[src/rtl/gate_tree_compare.sv]
// rtl/gate_tree_compare.sv - N-input reduction computed flat and as a registered 2-input tree, cross-checked per sample
module gate_tree_compare #(
  parameter int N     = 8,
  parameter int CNT_W = 16
) (
  input  logic             clk,
  input  logic             rst,
  input  logic             in_valid,
  input  logic [N-1:0]     in_data,
  input  logic [1:0]       op,
  input  logic             fault_inj,
  input  logic             clear,
  output logic             out_valid,
  output logic             out_flat,
  output logic             out_tree,
  output logic             mismatch,
  output logic             err_sticky,
  output logic [CNT_W-1:0] mismatch_cnt,
  output logic [CNT_W-1:0] sample_cnt
);

  localparam int L     = $clog2(N);
  // One spare bit so the odd-count pass-through never indexes past the vector.
  localparam int W     = N + 1;
  localparam int PAIRS = (N + 1) / 2;

  function automatic int nodes(input int k);
    return (N + (1 << k) - 1) >> k;
  endfunction

  function automatic logic base_gate(input logic a, input logic b, input logic [1:0] f);
    case (f)
      2'b01:   return a & b;
      2'b10:   return a ^ b;
      default: return a | b;
    endcase
  endfunction

  function automatic logic flat_reduce(input logic [N-1:0] d, input logic [1:0] f);
    case (f)
      2'b00:   return |d;
      2'b01:   return &d;
      2'b10:   return ^d;
      default: return ~|d;
    endcase
  endfunction

  logic [W-1:0]     tree_q  [L+1];
  logic [W-1:0]     tree_d  [L+1];
  logic [1:0]       op_q    [L+1];
  logic [1:0]       op_d    [L+1];
  logic [L:0]       vld_q, vld_d;
  logic [L:0]       fault_q, fault_d;
  logic [L:1]       flat_q, flat_d;
  logic [CNT_W-1:0] mismatch_cnt_q, mismatch_cnt_d;
  logic [CNT_W-1:0] sample_cnt_q, sample_cnt_d;
  logic             err_q, err_d;

  always_comb begin
    tree_d[0]  = tree_q[0];
    op_d[0]    = op_q[0];
    fault_d[0] = fault_q[0];
    vld_d      = '0;
    fault_d[L:1] = fault_q[L-1:0];
    vld_d[0]   = in_valid;
    if (in_valid) begin
      tree_d[0]  = {1'b0, in_data};
      op_d[0]    = op;
      fault_d[0] = fault_inj;
    end
    for (int k = 1; k <= L; k++) begin
      tree_d[k] = '0;
      for (int i = 0; i < PAIRS; i++) begin
        if (i < nodes(k)) begin
          if (2 * i + 1 < nodes(k - 1))
            tree_d[k][i] = base_gate(tree_q[k-1][2*i], tree_q[k-1][2*i+1], op_q[k-1]);
          else
            tree_d[k][i] = tree_q[k-1][2*i];
        end
      end
      op_d[k]  = op_q[k-1];
      vld_d[k] = vld_q[k-1];
    end
    flat_d    = flat_q;
    flat_d[1] = flat_reduce(tree_q[0][N-1:0], op_q[0]);
    for (int k = 2; k <= L; k++) flat_d[k] = flat_q[k-1];
  end

  assign out_valid = vld_q[L];
  assign out_flat  = flat_q[L];
  assign out_tree  = tree_q[L][0] ^ (op_q[L] == 2'b11) ^ fault_q[L];
  assign mismatch  = out_valid & (out_flat ^ out_tree);

  // Clear wins over any increment or sticky set landing on the same edge.
  always_comb begin
    mismatch_cnt_d = mismatch_cnt_q;
    sample_cnt_d   = sample_cnt_q;
    err_d          = err_q;
    if (clear) begin
      mismatch_cnt_d = '0;
      sample_cnt_d   = '0;
      err_d          = 1'b0;
    end else begin
      if (out_valid) sample_cnt_d = sample_cnt_q + 1'b1;
      if (mismatch) begin
        err_d = 1'b1;
        if (mismatch_cnt_q != {CNT_W{1'b1}}) mismatch_cnt_d = mismatch_cnt_q + 1'b1;
      end
    end
  end

  always_ff @(posedge clk) begin
    if (rst) begin
      for (int k = 0; k <= L; k++) begin
        tree_q[k] <= '0;
        op_q[k]   <= '0;
      end
      vld_q          <= '0;
      fault_q        <= '0;
      flat_q         <= '0;
      mismatch_cnt_q <= '0;
      sample_cnt_q   <= '0;
      err_q          <= 1'b0;
    end else begin
      tree_q         <= tree_d;
      op_q           <= op_d;
      vld_q          <= vld_d;
      fault_q        <= fault_d;
      flat_q         <= flat_d;
      mismatch_cnt_q <= mismatch_cnt_d;
      sample_cnt_q   <= sample_cnt_d;
      err_q          <= err_d;
    end
  end

  assign err_sticky   = err_q;
  assign mismatch_cnt = mismatch_cnt_q;
  assign sample_cnt   = sample_cnt_q;

endmodule

[config.mk]
export PLATFORM = sky130hd
export DESIGN_NAME = gate_tree_compare
export DESIGN_NICKNAME = d
export VERILOG_FILES = /design/src/rtl/gate_tree_compare.sv
export SDC_FILE = /design/constraint.sdc
export NUM_CORES = 1
export LEC_CHECK = 0
export ABC_AREA = 1
export BUFFER_PORTS_ARGS = -buffer_cell sky130_fd_sc_hd__buf_2
export CAP_MARGIN = 20
export CORE_ASPECT_RATIO = 1.2
export CORE_MARGIN = 2
export CORE_UTILIZATION = 50
export DETAILED_ROUTE_END_ITERATION = 7
export GPL_TIMING_DRIVEN = 0
export PLACE_DENSITY = 0.72
export SYNTH_ARGS = -nofsm -noshare
export SYNTH_HDL_FRONTEND = slang
export SYNTH_SLANG_ARGS = --single-unit
[constraint.sdc]
create_clock -name clk -period 3.6 [get_ports clk]
set_clock_uncertainty 0.05 [all_clocks]
set_input_delay 0.18 -clock clk [delete_from_list [all_inputs] [get_ports clk]]
set_output_delay 0.18 -clock clk [all_outputs]
set_load 0.01 [all_outputs]
==> results_dict.tcl <==
set metrics [dict create \
    synth.distinct_cells 33 \
    dp_hpwl_mm 4.85 \
    async_reset_ff_share_pct 0 \
    insertion_delay_ns 0.35 \
    slowest_delay_ns 0.50 \
    wl_met1_mm 2.89 \
    drv_cap 0 \
    grt_max_degree 12 \
    core_area_mm2 0.00649 \
    regToRegEndpoint "mismatch_cnt[8]$_SDFFE_PP0P_" \
    overflow 0 \
    dp_slack_ns 1.75 \
    tns_ns 0 \
    worstSetupStartpointType "flop" \
    port_buffers 51 \
    num_vias 2825 \
    r2r_cells 9 \
    p_leak_nw 1.73 \
    gp_congestion 0.874 \
    die-area_mm2 0.00743 \
    cts.sinks 67 \
    crit_slowest_cell "dfxtp_1" \
    finalSetupViolCount 0 \
    htreeDepth 3 \
    synth_flop_cell "dfxtp_1" \
    drt_iter0_drc 145 \
    io_pins 52 \
    holdPathStages 2 \
    r2r-start "mismatch_cnt[0]$_SDFFE_PP0P_" \
    worstPathCellList "ha_1 -> nand3_1 -> nor2_4 -> nand2_2 -> nor3_4 -> nor2_4 -> buf_8 -> nand2_2 -> a21oi_2" \
    ys_ff_latch 67 \
    drive_gt1_share_pct 23.3 \
    slew_headroom_pct 52.4 \
    firstDrtPassIters 4 \
    rrSetupSlack_ns 1.72 \
    worstHoldEndpoint "op_d[5]$_SDFFE_PP0P_" \
    numCtsBuffers 9 \
    final_util_pct 60.7 \
    synth.yosys.seq_area_share_pct 39.7 \
    ant_nets 0 \
    endpoint_kind "flop" \
    wl_per_cell_um 11.3 \
    cts_buffer_depth 2 \
    syn_nets 465 \
    clk_root_buffer_cell "clkbuf_8" \
    drcViolationCount 0 \
    required_ns 3.75 \
    routed-wl-met3_um 274 \
    min_from "op[1]" \
    status "finished clean" \
    grt_pass1_wl_mm 11.4 \
    netlist_area_mm2 0.00337 \
    track_usage_pct 19.6 \
    hold_class "input pin to flop" \
    post-cts-setup-buffers 0 \
    syn_area_per_cell_um2 7.92 \
    wirelength_mm 6.52 \
    rsz0062_at_grt "false" \
    grt_antenna_before_repair 0 \
    routed.top_layer "met4" \
    power_density_mw_per_mm2 391 \
    synth_warnings 0 \
    syn2layout_area_growth_pct 16.8 \
    rows 32 \
    cp_max_fo 10 \
    ir_drop_v 0.000229 \
    met2_length_mm 3.29 \
    antennaDiodeCount 0 \
    cts_tree "built" \
    critPathKind "flop to flop" \
    vias_per_cell 4.88 \
    min_period_ns 1.88 \
    layout_setup_ws_ns 1.72 \
    slew_violations 0 \
    synth_edf_count 0 \
    worst_pin_slew_ns 0.714 \
    clk_pin_slew_worst_paths_ns 0.07 \
    die_y_um 94.0 \
    hold_violations 0 \
    nNetsFinal 528 \
    fin_crit_sh_pct 52.1 \
    start_util_pct 52.0 \
    first_global_vias 2650 \
    dieWidth_um 79.0 \
    syn_inst 426 \
    fmax_ghz 0.533 \
    critPathArrivalTime_ns 2.02 \
]
==> critical path: cells and delay by family (launching register included) <==
kind | cells | cell delay [ns]
AO/OA/AOI/OAI | 1 | 0.04
buffers and inverters | 1 | 0.16
AND/OR/NAND/NOR | 6 | 0.69
flip-flops | 1 | 0.50
adder cells (fa/ha/maj) | 1 | 0.29
==> logic make-up (layout without fill, tap and decap cells) <==
family | after synthesis | count (layout) | share of synthesized area [%]
simple gates | 165 | 165 | 24.0
buf+inv | 78 | 146 | 9.49
compound gates | 76 | 76 | 13.7
flops | 67 | 67 | 39.7
fa+ha+maj | 24 | 24 | 8.90
xor+xnor | 16 | 16 | 4.15
==> registers in the layout, summed over array words and instances (netlist names) <==
name and count:
op_q 2, fault_q 4, mismatch_cnt 16, flat_q 3, tree_q 15, sample_cnt 16, err_sticky 1, op_d 6
vld_q 4
==> worst max path at each step <==
| stage | start | end | slack [ns] | cells past startpoint |
|---|---|---|---|---|
| 3_5_place_dp | mismatch_cnt[0]$_SDFFE_PP0P_ | mismatch_cnt[9]$_SDFFE_PP0P_ | 1.75 | 9 |
| 4_1_cts | mismatch_cnt[0]$_SDFFE_PP0P_ | mismatch_cnt[9]$_SDFFE_PP0P_ | 1.70 | 9 |
| 3_3_place_gp | mismatch_cnt[0]$_SDFFE_PP0P_ | mismatch_cnt[9]$_SDFFE_PP0P_ | 1.78 | 9 |
| 6_report | mismatch_cnt[0]$_SDFFE_PP0P_ | mismatch_cnt[8]$_SDFFE_PP0P_ | 1.72 | 9 |
| 2_1_floorplan | mismatch_cnt[0]$_SDFFE_PP0P_ | mismatch_cnt[11]$_SDFFE_PP0P_ | 1.89 | 9 |
| 5_1_grt | mismatch_cnt[0]$_SDFFE_PP0P_ | mismatch_cnt[7]$_SDFFE_PP0P_ | 1.61 | 9 |
==> through the flow <==
| step | hold WS [ns] | cells | area [µm²] | power [W] |
|---|---|---|---|---|
| 6_report | 0.0203 | 579 | 3940 | 0.00154 |
| 5_1_grt | 0.00589 | 579 | 3940 | 0.00161 |
| 4_1_cts | 0.00597 | 579 | 3940 | 0.00156 |
| 3_5_place_dp | 0.345 | 562 | 3740 | 0.000939 |
| 3_3_place_gp | 0.342 | 562 | 3740 | 0.000931 |
| 2_1_floorplan | 0.260 | 426 | 3370 | 0.000901 |
==> layout make-up <==
cell class | instances | area, µm²
fillers | 631 | 2550
multi-input cells | 281 | 1710
flip-flops and latches | 67 | 1340
repair buffers | 52 | 265
inverters | 66 | 248
clock buffers | 11 | 141
well taps | 85 | 106
plain buffers | 12 | 72.6
clock inverters | 5 | 52.6
==> cell usage in the layout (no fill, tap or decap), drive strengths merged <==
cell type / netlist / routed
a211oi: 1 / 1
inv: 66 / 66
o21ai: 22 / 22
xnor2: 6 / 6
clkbuf: 7 / 18
xor2: 10 / 10
o21ba: 1 / 1
o22a: 3 / 3
nor2: 44 / 44
nand3: 18 / 18
nand2: 87 / 87
clkinvlp: 0 / 1
ha: 24 / 24
dlygate4sd3: 0 / 1
dfxtp: 67 / 67
a21boi: 1 / 1
bufinv: 0 / 1
o21a: 3 / 3
buf: 5 / 56
a22o: 3 / 3
nor3: 9 / 9
nand4: 6 / 6
nor4: 1 / 1
a31oi: 4 / 4
a21oi: 38 / 38
clkinv: 0 / 3
==> layer usage <==
metal	track usage, %	up-vias
met5	0	-
met3	4.23	6
li1	-	1490
met2	34.0	56
met4	10.3	0
met1	22.5	1273
==> timing repair <==
item	CTS	global route
resized for setup	0	0
hold buffers	1	0
endpoints found under the hold margin	1	0
==> synth_stat cells (all sizes together) (5+ instances only) <==
| cell type | count | area (µm²) |
|---|---|---|
| nand2 | 87 | 367 |
| a21oi | 38 | 228 |
| buf | 5 | 46.3 |
| dfxtp | 67 | 1340 |
| xnor2 | 6 | 52.6 |
| xor2 | 10 | 87.6 |
| nor2 | 44 | 213 |
| ha | 24 | 300 |
| o21ai | 22 | 110 |
| clkbuf | 7 | 26.3 |
| inv | 66 | 248 |
| nor3 | 9 | 56.3 |
| nand3 | 18 | 115 |
| nand4 | 6 | 52.6 |
==> where the power goes <==
group	internal [W]	switching (W)
registers	0.000770	0.0000138
clock network	0.000335	0.000284
logic	0.0000559	0.0000815
(Power assumes the default switching activity.)
